<file path="config.mk">
export PLATFORM = sky130hd
export DESIGN_NAME = alu_muldiv
export DESIGN_NICKNAME = d
export VERILOG_FILES = /design/src/rtl/alu_muldiv.sv
export SDC_FILE = /design/constraint.sdc
export NUM_CORES = 1
export LEC_CHECK = 0
export CORE_MARGIN = 2
export CORE_UTILIZATION = 50
export DETAILED_ROUTE_END_ITERATION = 6
export GPL_TIMING_DRIVEN = 0
export HOLD_SLACK_MARGIN = 0.1
export PLACE_DENSITY = 0.75
export SYNTH_ARGS = -nofsm -noshare
export SYNTH_HDL_FRONTEND = slang
export SYNTH_SLANG_ARGS = --single-unit
</file>
<file path="constraint.sdc">
create_clock -name clk -period 4.45 [get_ports clk]
set_input_delay 0.89 -clock clk [delete_from_list [all_inputs] [get_ports clk]]
set_output_delay 0.89 -clock clk [all_outputs]
set_load 0.02 [all_outputs]
</file>
<file path="src/rtl/alu_muldiv.sv">
// Iterative multiply/divide unit with HI/LO result registers, one result bit per cycle.
// Optional accumulate ops (MADD/MSUB families) are enabled by defining ALU_MULDIV_MADD_EN.
module alu_muldiv #(
   parameter int N = 32
) (
   input  logic         clk,
   input  logic         rst_n,
   input  logic         start,
   input  logic [2:0]   op,
   input  logic [N-1:0] a,
   input  logic [N-1:0] b,
   input  logic         flush,
   input  logic         mt_hi,
   input  logic         mt_lo,
   input  logic [N-1:0] wdata,
   output logic         busy,
   output logic         done,
   output logic [N-1:0] hi,
   output logic [N-1:0] lo,
   output logic         div_zero
);

   localparam int CW = $clog2(N + 1);
   localparam logic [CW-1:0]  LAST_CNT = CW'(N - 1);
   localparam logic [CW-1:0]  CNT_ONE  = {{(CW-1){1'b0}}, 1'b1};
   localparam logic [N-1:0]   ONE_N    = {{(N-1){1'b0}}, 1'b1};
   localparam logic [2*N-1:0] ONE_2N   = {{(2*N-1){1'b0}}, 1'b1};

   typedef enum logic [1:0] {
      S_IDLE = 2'd0,
      S_CALC = 2'd1,
      S_DONE = 2'd2
   } state_t;

   state_t         state_q, state_d;
   logic [CW-1:0]  count_q, count_d;
   logic [2*N-1:0] work_q, work_d;
   logic [N-1:0]   opnd_q, opnd_d;
   logic           is_div_q, is_div_d;
   logic           neg_res_q, neg_res_d;
   logic           neg_rem_q, neg_rem_d;
   logic [N-1:0]   hi_q, hi_d;
   logic [N-1:0]   lo_q, lo_d;
   logic           busy_q, busy_d;
   logic           done_q, done_d;
   logic           div_zero_q, div_zero_d;
`ifdef ALU_MULDIV_MADD_EN
   logic           acc_q, acc_d;
   logic           sub_q, sub_d;
`endif

   logic [N:0]     mul_sum_s;
   logic [N:0]     div_sh_s;
   logic [N:0]     div_diff_s;
   logic           div_ge_s;
   logic [2*N-1:0] step_s;
   logic [2*N-1:0] prod_s;
   logic [N-1:0]   quot_s;
   logic [N-1:0]   rem_s;
   logic [N-1:0]   res_hi_s;
   logic [N-1:0]   res_lo_s;
   logic           op_ok_s;
   logic           accept_s;
   logic           a_neg_s;
   logic           b_neg_s;
   logic [N-1:0]   a_mag_s;
   logic [N-1:0]   b_mag_s;

   // One shift-add or restoring-subtract step on the working register.
   always_comb begin
      mul_sum_s  = {1'b0, work_q[2*N-1:N]} + (work_q[0] ? {1'b0, opnd_q} : {(N+1){1'b0}});
      div_sh_s   = {work_q[2*N-1:N], work_q[N-1]};
      div_diff_s = div_sh_s - {1'b0, opnd_q};
      div_ge_s   = div_sh_s[N] | ~div_diff_s[N];
      if (is_div_q) begin
         if (div_ge_s) begin
            step_s = {div_diff_s[N-1:0], work_q[N-2:0], 1'b1};
         end else begin
            step_s = {div_sh_s[N-1:0], work_q[N-2:0], 1'b0};
         end
      end else begin
         step_s = {mul_sum_s, work_q[N-1:1]};
      end
   end

   // Sign correction and optional accumulation of the final step's result.
   always_comb begin
      prod_s = neg_res_q ? (~step_s + ONE_2N) : step_s;
      quot_s = step_s[N-1:0];
      rem_s  = step_s[2*N-1:N];
      if (is_div_q) begin
         // A zero divisor leaves the dividend magnitude as remainder; re-signing restores a.
         res_lo_s = div_zero_q ? {N{1'b1}} : (neg_res_q ? (~quot_s + ONE_N) : quot_s);
         res_hi_s = neg_rem_q ? (~rem_s + ONE_N) : rem_s;
      end else begin
`ifdef ALU_MULDIV_MADD_EN
         if (acc_q) begin
            if (sub_q) begin
               {res_hi_s, res_lo_s} = {hi_q, lo_q} - prod_s;
            end else begin
               {res_hi_s, res_lo_s} = {hi_q, lo_q} + prod_s;
            end
         end else begin
            {res_hi_s, res_lo_s} = prod_s;
         end
`else
         {res_hi_s, res_lo_s} = prod_s;
`endif
      end
   end

   // Operand decode for a new request.
   always_comb begin
`ifdef ALU_MULDIV_MADD_EN
      op_ok_s = 1'b1;
`else
      op_ok_s = ~op[2];
`endif
      accept_s = start & (state_q != S_CALC) & op_ok_s;
      a_neg_s  = ~op[0] & a[N-1];
      b_neg_s  = ~op[0] & b[N-1];
      a_mag_s  = a_neg_s ? (~a + ONE_N) : a;
      b_mag_s  = b_neg_s ? (~b + ONE_N) : b;
   end

   // Next-state and datapath control.
   always_comb begin
      state_d    = state_q;
      count_d    = count_q;
      work_d     = work_q;
      opnd_d     = opnd_q;
      is_div_d   = is_div_q;
      neg_res_d  = neg_res_q;
      neg_rem_d  = neg_rem_q;
      hi_d       = hi_q;
      lo_d       = lo_q;
      div_zero_d = div_zero_q;
`ifdef ALU_MULDIV_MADD_EN
      acc_d      = acc_q;
      sub_d      = sub_q;
`endif
      case (state_q)
         S_IDLE, S_DONE: begin
            if (accept_s) begin
               state_d    = S_CALC;
               count_d    = {CW{1'b0}};
               is_div_d   = ~op[2] & op[1];
               neg_res_d  = a_neg_s ^ b_neg_s;
               neg_rem_d  = a_neg_s;
               div_zero_d = ~op[2] & op[1] & (b == {N{1'b0}});
`ifdef ALU_MULDIV_MADD_EN
               acc_d      = op[2];
               sub_d      = op[1];
`endif
               if (~op[2] & op[1]) begin
                  work_d = {{N{1'b0}}, a_mag_s};
                  opnd_d = b_mag_s;
               end else begin
                  work_d = {{N{1'b0}}, b_mag_s};
                  opnd_d = a_mag_s;
               end
            end else begin
               state_d = S_IDLE;
               if (!start) begin
                  hi_d = mt_hi ? wdata : hi_q;
                  lo_d = mt_lo ? wdata : lo_q;
               end else begin
                  hi_d = hi_q;
               end
            end
         end
         S_CALC: begin
            if (flush) begin
               state_d = S_IDLE;
            end else begin
               work_d = step_s;
               if (count_q == LAST_CNT) begin
                  state_d = S_DONE;
                  hi_d    = res_hi_s;
                  lo_d    = res_lo_s;
               end else begin
                  count_d = count_q + CNT_ONE;
               end
            end
         end
         default: begin
            state_d = S_IDLE;
         end
      endcase
      busy_d = (state_d == S_CALC);
      done_d = (state_d == S_DONE);
   end

   // State and result registers.
   always_ff @(posedge clk or negedge rst_n) begin
      if (!rst_n) begin
         state_q    <= S_IDLE;
         count_q    <= {CW{1'b0}};
         work_q     <= {(2*N){1'b0}};
         opnd_q     <= {N{1'b0}};
         is_div_q   <= 1'b0;
         neg_res_q  <= 1'b0;
         neg_rem_q  <= 1'b0;
         hi_q       <= {N{1'b0}};
         lo_q       <= {N{1'b0}};
         busy_q     <= 1'b0;
         done_q     <= 1'b0;
         div_zero_q <= 1'b0;
`ifdef ALU_MULDIV_MADD_EN
         acc_q      <= 1'b0;
         sub_q      <= 1'b0;
`endif
      end else begin
         state_q    <= state_d;
         count_q    <= count_d;
         work_q     <= work_d;
         opnd_q     <= opnd_d;
         is_div_q   <= is_div_d;
         neg_res_q  <= neg_res_d;
         neg_rem_q  <= neg_rem_d;
         hi_q       <= hi_d;
         lo_q       <= lo_d;
         busy_q     <= busy_d;
         done_q     <= done_d;
         div_zero_q <= div_zero_d;
`ifdef ALU_MULDIV_MADD_EN
         acc_q      <= acc_d;
         sub_q      <= sub_d;
`endif
      end
   end

   assign busy     = busy_q;
   assign done     = done_q;
   assign hi       = hi_q;
   assign lo       = lo_q;
   assign div_zero = div_zero_q;

endmodule

</file>
==> run metrics <==
outcome complete, but fails checks; failing checks negative setup slack; initial antenna violation count 7; DRC errors left 0; num ports 172; register area share after synthesis 0.262; slowest cell on the critical path dfrtp_2; internal power 6.85 mW; Async SR Flop Fraction 1.00; Skew-Pair Late Insertion Delay 0.47 ns; synthesized instance count 2171; sw frac 0.523; pin count of the biggest net entering global routing 93; synth cell count leaders nand2_1 (262), nor2_1 (221), a21oi_1 (220), o21ai_0 (195), dfrtp_1 (174); Layout Nets 2596; CP Capture Type register; HP Class in -> async; Synth area leader dfrtp_1; global-route usage over all layers 0.419; Congestion Overflow GR 0; DR iter-0 viols 2325; vias in the first global route 18.1k; dpl cells 2785; Post-synth EDFFs 0; DR WL met3 7400 µm; combinational power share 0.695; Critical Path Max Stage Delay 0.49 ns; final setup TNS -0.0478 ns; I/O Buffers 171; fin crit share 1.01; final worst slack -0.0478 ns; setup violators final 1; layout cell share with drive strength beyond 1 0.123; Pre-antenna DRT Iters 6; fin crit period 4.50 ns; CTS tree yes; Setup CP Type reg -> reg; mapped cell area 0.0166 mm²; DP Worst Slack -2.10 ns; root buffer cell clkbuf_16; sequential share of power 0.188; Reg clk slew, reported paths 0.08 ns; Net Count, Synth 2347; Layout area overhead 25.5%; Vias/cell 6.60; PD cells 689 mW/mm²; #FFs+latches synth 174; Post-synth top flop dfrtp_1; Max Clk Rate 222 MHz; leading post-synthesis cells by cell area dfrtp_1 (26%), a21oi_1 (6.6%), nand2_1 (5.9%); worst-path cell chain inv_2, ha_4, a21oi_4, o21ai_4, a2111oi_4, buf_4, o21a_1, buf_6, o21ai_4, buf_6, a31o_1, a32oi_1, o21ai_1, a21oi_1, xor2_1, o21ai_1, mux2_2; ANT nets after route 0; CTS sink cnt 174; Synth top area share 0.262; Post-CTS Hold Fix Bufs 0; CTS H-Tree Depth 4; Yosys cell types 112; Ys Warns 0; Avg WL per Cell 25.5 µm; RSZ-0062 raised after global routing yes; Initial Util 0.509; Die W 186 µm; Final Hold Violating Endpoints 0; detailed placer's ending HPWL 57100 µm; CTS Buf Count 17; CP required 4.80 ns; non-filler cells, final 2876; routability congestion estimate from global placement 0.999; Slew Viols, Final 0; switching pwr 7.51 mW; Min Hold Slack 0.391 ns; Core Region 0.0326 mm²; Arr. time, crit path 4.85 ns; Leak 8.30 nW; clock skew 0.0234 ns; Bufs on Longest Clock Path 2; CP startpoint kind register; Avg Cell Area, Syn 7.64 µm²; top sig layer met5; num rows 66; Detailed Route WL 73300 µm; Die H 186 µm; area of the die 0.0347 mm²; max-cap violations 0; critical-path maximum fanout 10; relative slew slack 0.253; met1 wire length 27800 µm; global-route wire length before repair 107000 µm; clock group share of total power 0.116; most numerous cell in the Yosys netlist nand2_1; Tightest Pin Transition 1.12 ns; vias 19.0k; maximum vdd drop 377 µV; Met2 Routed Length 32700 µm
[power by group through the flow]
stage / clock, mW / sequential [mW] / combinational (mW)
final: 1.67 / 2.70 / 9.98
after global routing: 1.72 / 2.74 / 10.5
after CTS: 1.65 / 2.66 / 9.22
after detailed placement: 0 / 2.67 / 8.38
after global placement: 0 / 2.66 / 8.29
after floorplan: 0 / 2.78 / 5.33
[path summary, 6_finish.rpt]
check                                             from                     to  slack [ns]  cells past startpoint
max in group asynchronous                        rst_n  work_q[0]$_DFFE_PN0P_        3.13                      2
worst max register to register  opnd_q[25]$_DFFE_PN0P_      hi[7]$_DFFE_PN0P_       -0.05                     17
worst max-delay path            opnd_q[25]$_DFFE_PN0P_      hi[7]$_DFFE_PN0P_       -0.05                     17
worst min register to register       hi[3]$_DFFE_PN0P_      hi[3]$_DFFE_PN0P_        0.49                      2
worst min-delay path                             rst_n     hi[22]$_DFFE_PN0P_        0.39                      1
min in group clk                     hi[3]$_DFFE_PN0P_      hi[3]$_DFFE_PN0P_        0.49                      2
[kinds of logic after synthesis]
| group | Yosys count | share of synthesized area |
|---|---|---|
| buffers and inverters | 196 | 0.0507 |
| DFF | 174 | 0.262 |
| xor gates and xnor gates | 147 | 0.0776 |
| AOI/OAI and AO/OA | 766 | 0.303 |
| and+or+nand+nor | 767 | 0.219 |
| adders and majority gates | 71 | 0.0544 |
| muxes | 50 | 0.0327 |
[state kept, by name, summed over array words and instances, names as in the netlist]
signal / count
neg_rem_q: 1
opnd_q: 32
state_q: 2
count_q: 6
work_q: 64
is_div_q: 1
lo: 32
neg_res_q: 1
div_zero: 1
done: 1
hi: 32
busy: 1
[layer usage]
layer	vias to the layer above	track usage
li1	8401	-
met1	9037	0.517
met2	1198	0.658
met3	331	0.0944
met4	10	0.276
met5	-	0
[cells in the final DEF, fill, tap and decap left out, types with 59 or more instances in the layout]
cell,netlist,final
clkbuf_1,79,75
nand2_1,262,260
o21ai_0,195,187
nor2_1,221,216
buf_4,7,62
xor2_1,68,67
clkdlybuf4s50_1,0,170
inv_1,76,72
nor3_1,63,59
xnor2_1,79,79
a21oi_1,220,208
dfrtp_1,174,165
[what timing repair did]
action,4_1_cts,5_1_grt
resized for setup,122,63
endpoints found under the setup margin,49,30
buffers inserted,34,27
endpoints found under the hold margin,0,0
pin swaps,25,48
[critical path, delay by kind of cell (launching register included)]
kind	cells	cell delay [ns]
adder cells (fa/ha/maj)	1	0.27
AO/OA/AOI/OAI	10	2.46
buffers and inverters	4	0.62
XOR/XNOR	1	0.27
multiplexers	1	0.28
flip-flops	1	0.49
[stage by stage]
stage	area (µm²)	util	total power, mW
final	20800	0.639	14.4
after global routing	20800	0.638	14.9
after CTS	20400	0.624	13.5
after detailed placement	18900	0.579	11.1
after global placement	18900	0.578	11.0
after floorplan	16600	-	8.11
[area by class of cell]
| class | count | area, µm² |
|---|---|---|
| Sequential cell | 174 | 4370 |
| Clock inverter | 12 | 174 |
| Fill cell | 2919 | 11800 |
| Antenna cell | 2 | 5.00 |
| Tap cell | 442 | 553 |
| Timing Repair Buffer | 233 | 2220 |
| Inverter | 78 | 293 |
| Clock buffer | 19 | 443 |
| Buffer | 115 | 598 |
| Multi-Input combinational cell | 1801 | 12200 |
No activity file was read; power rests on OpenSTA's default activity.
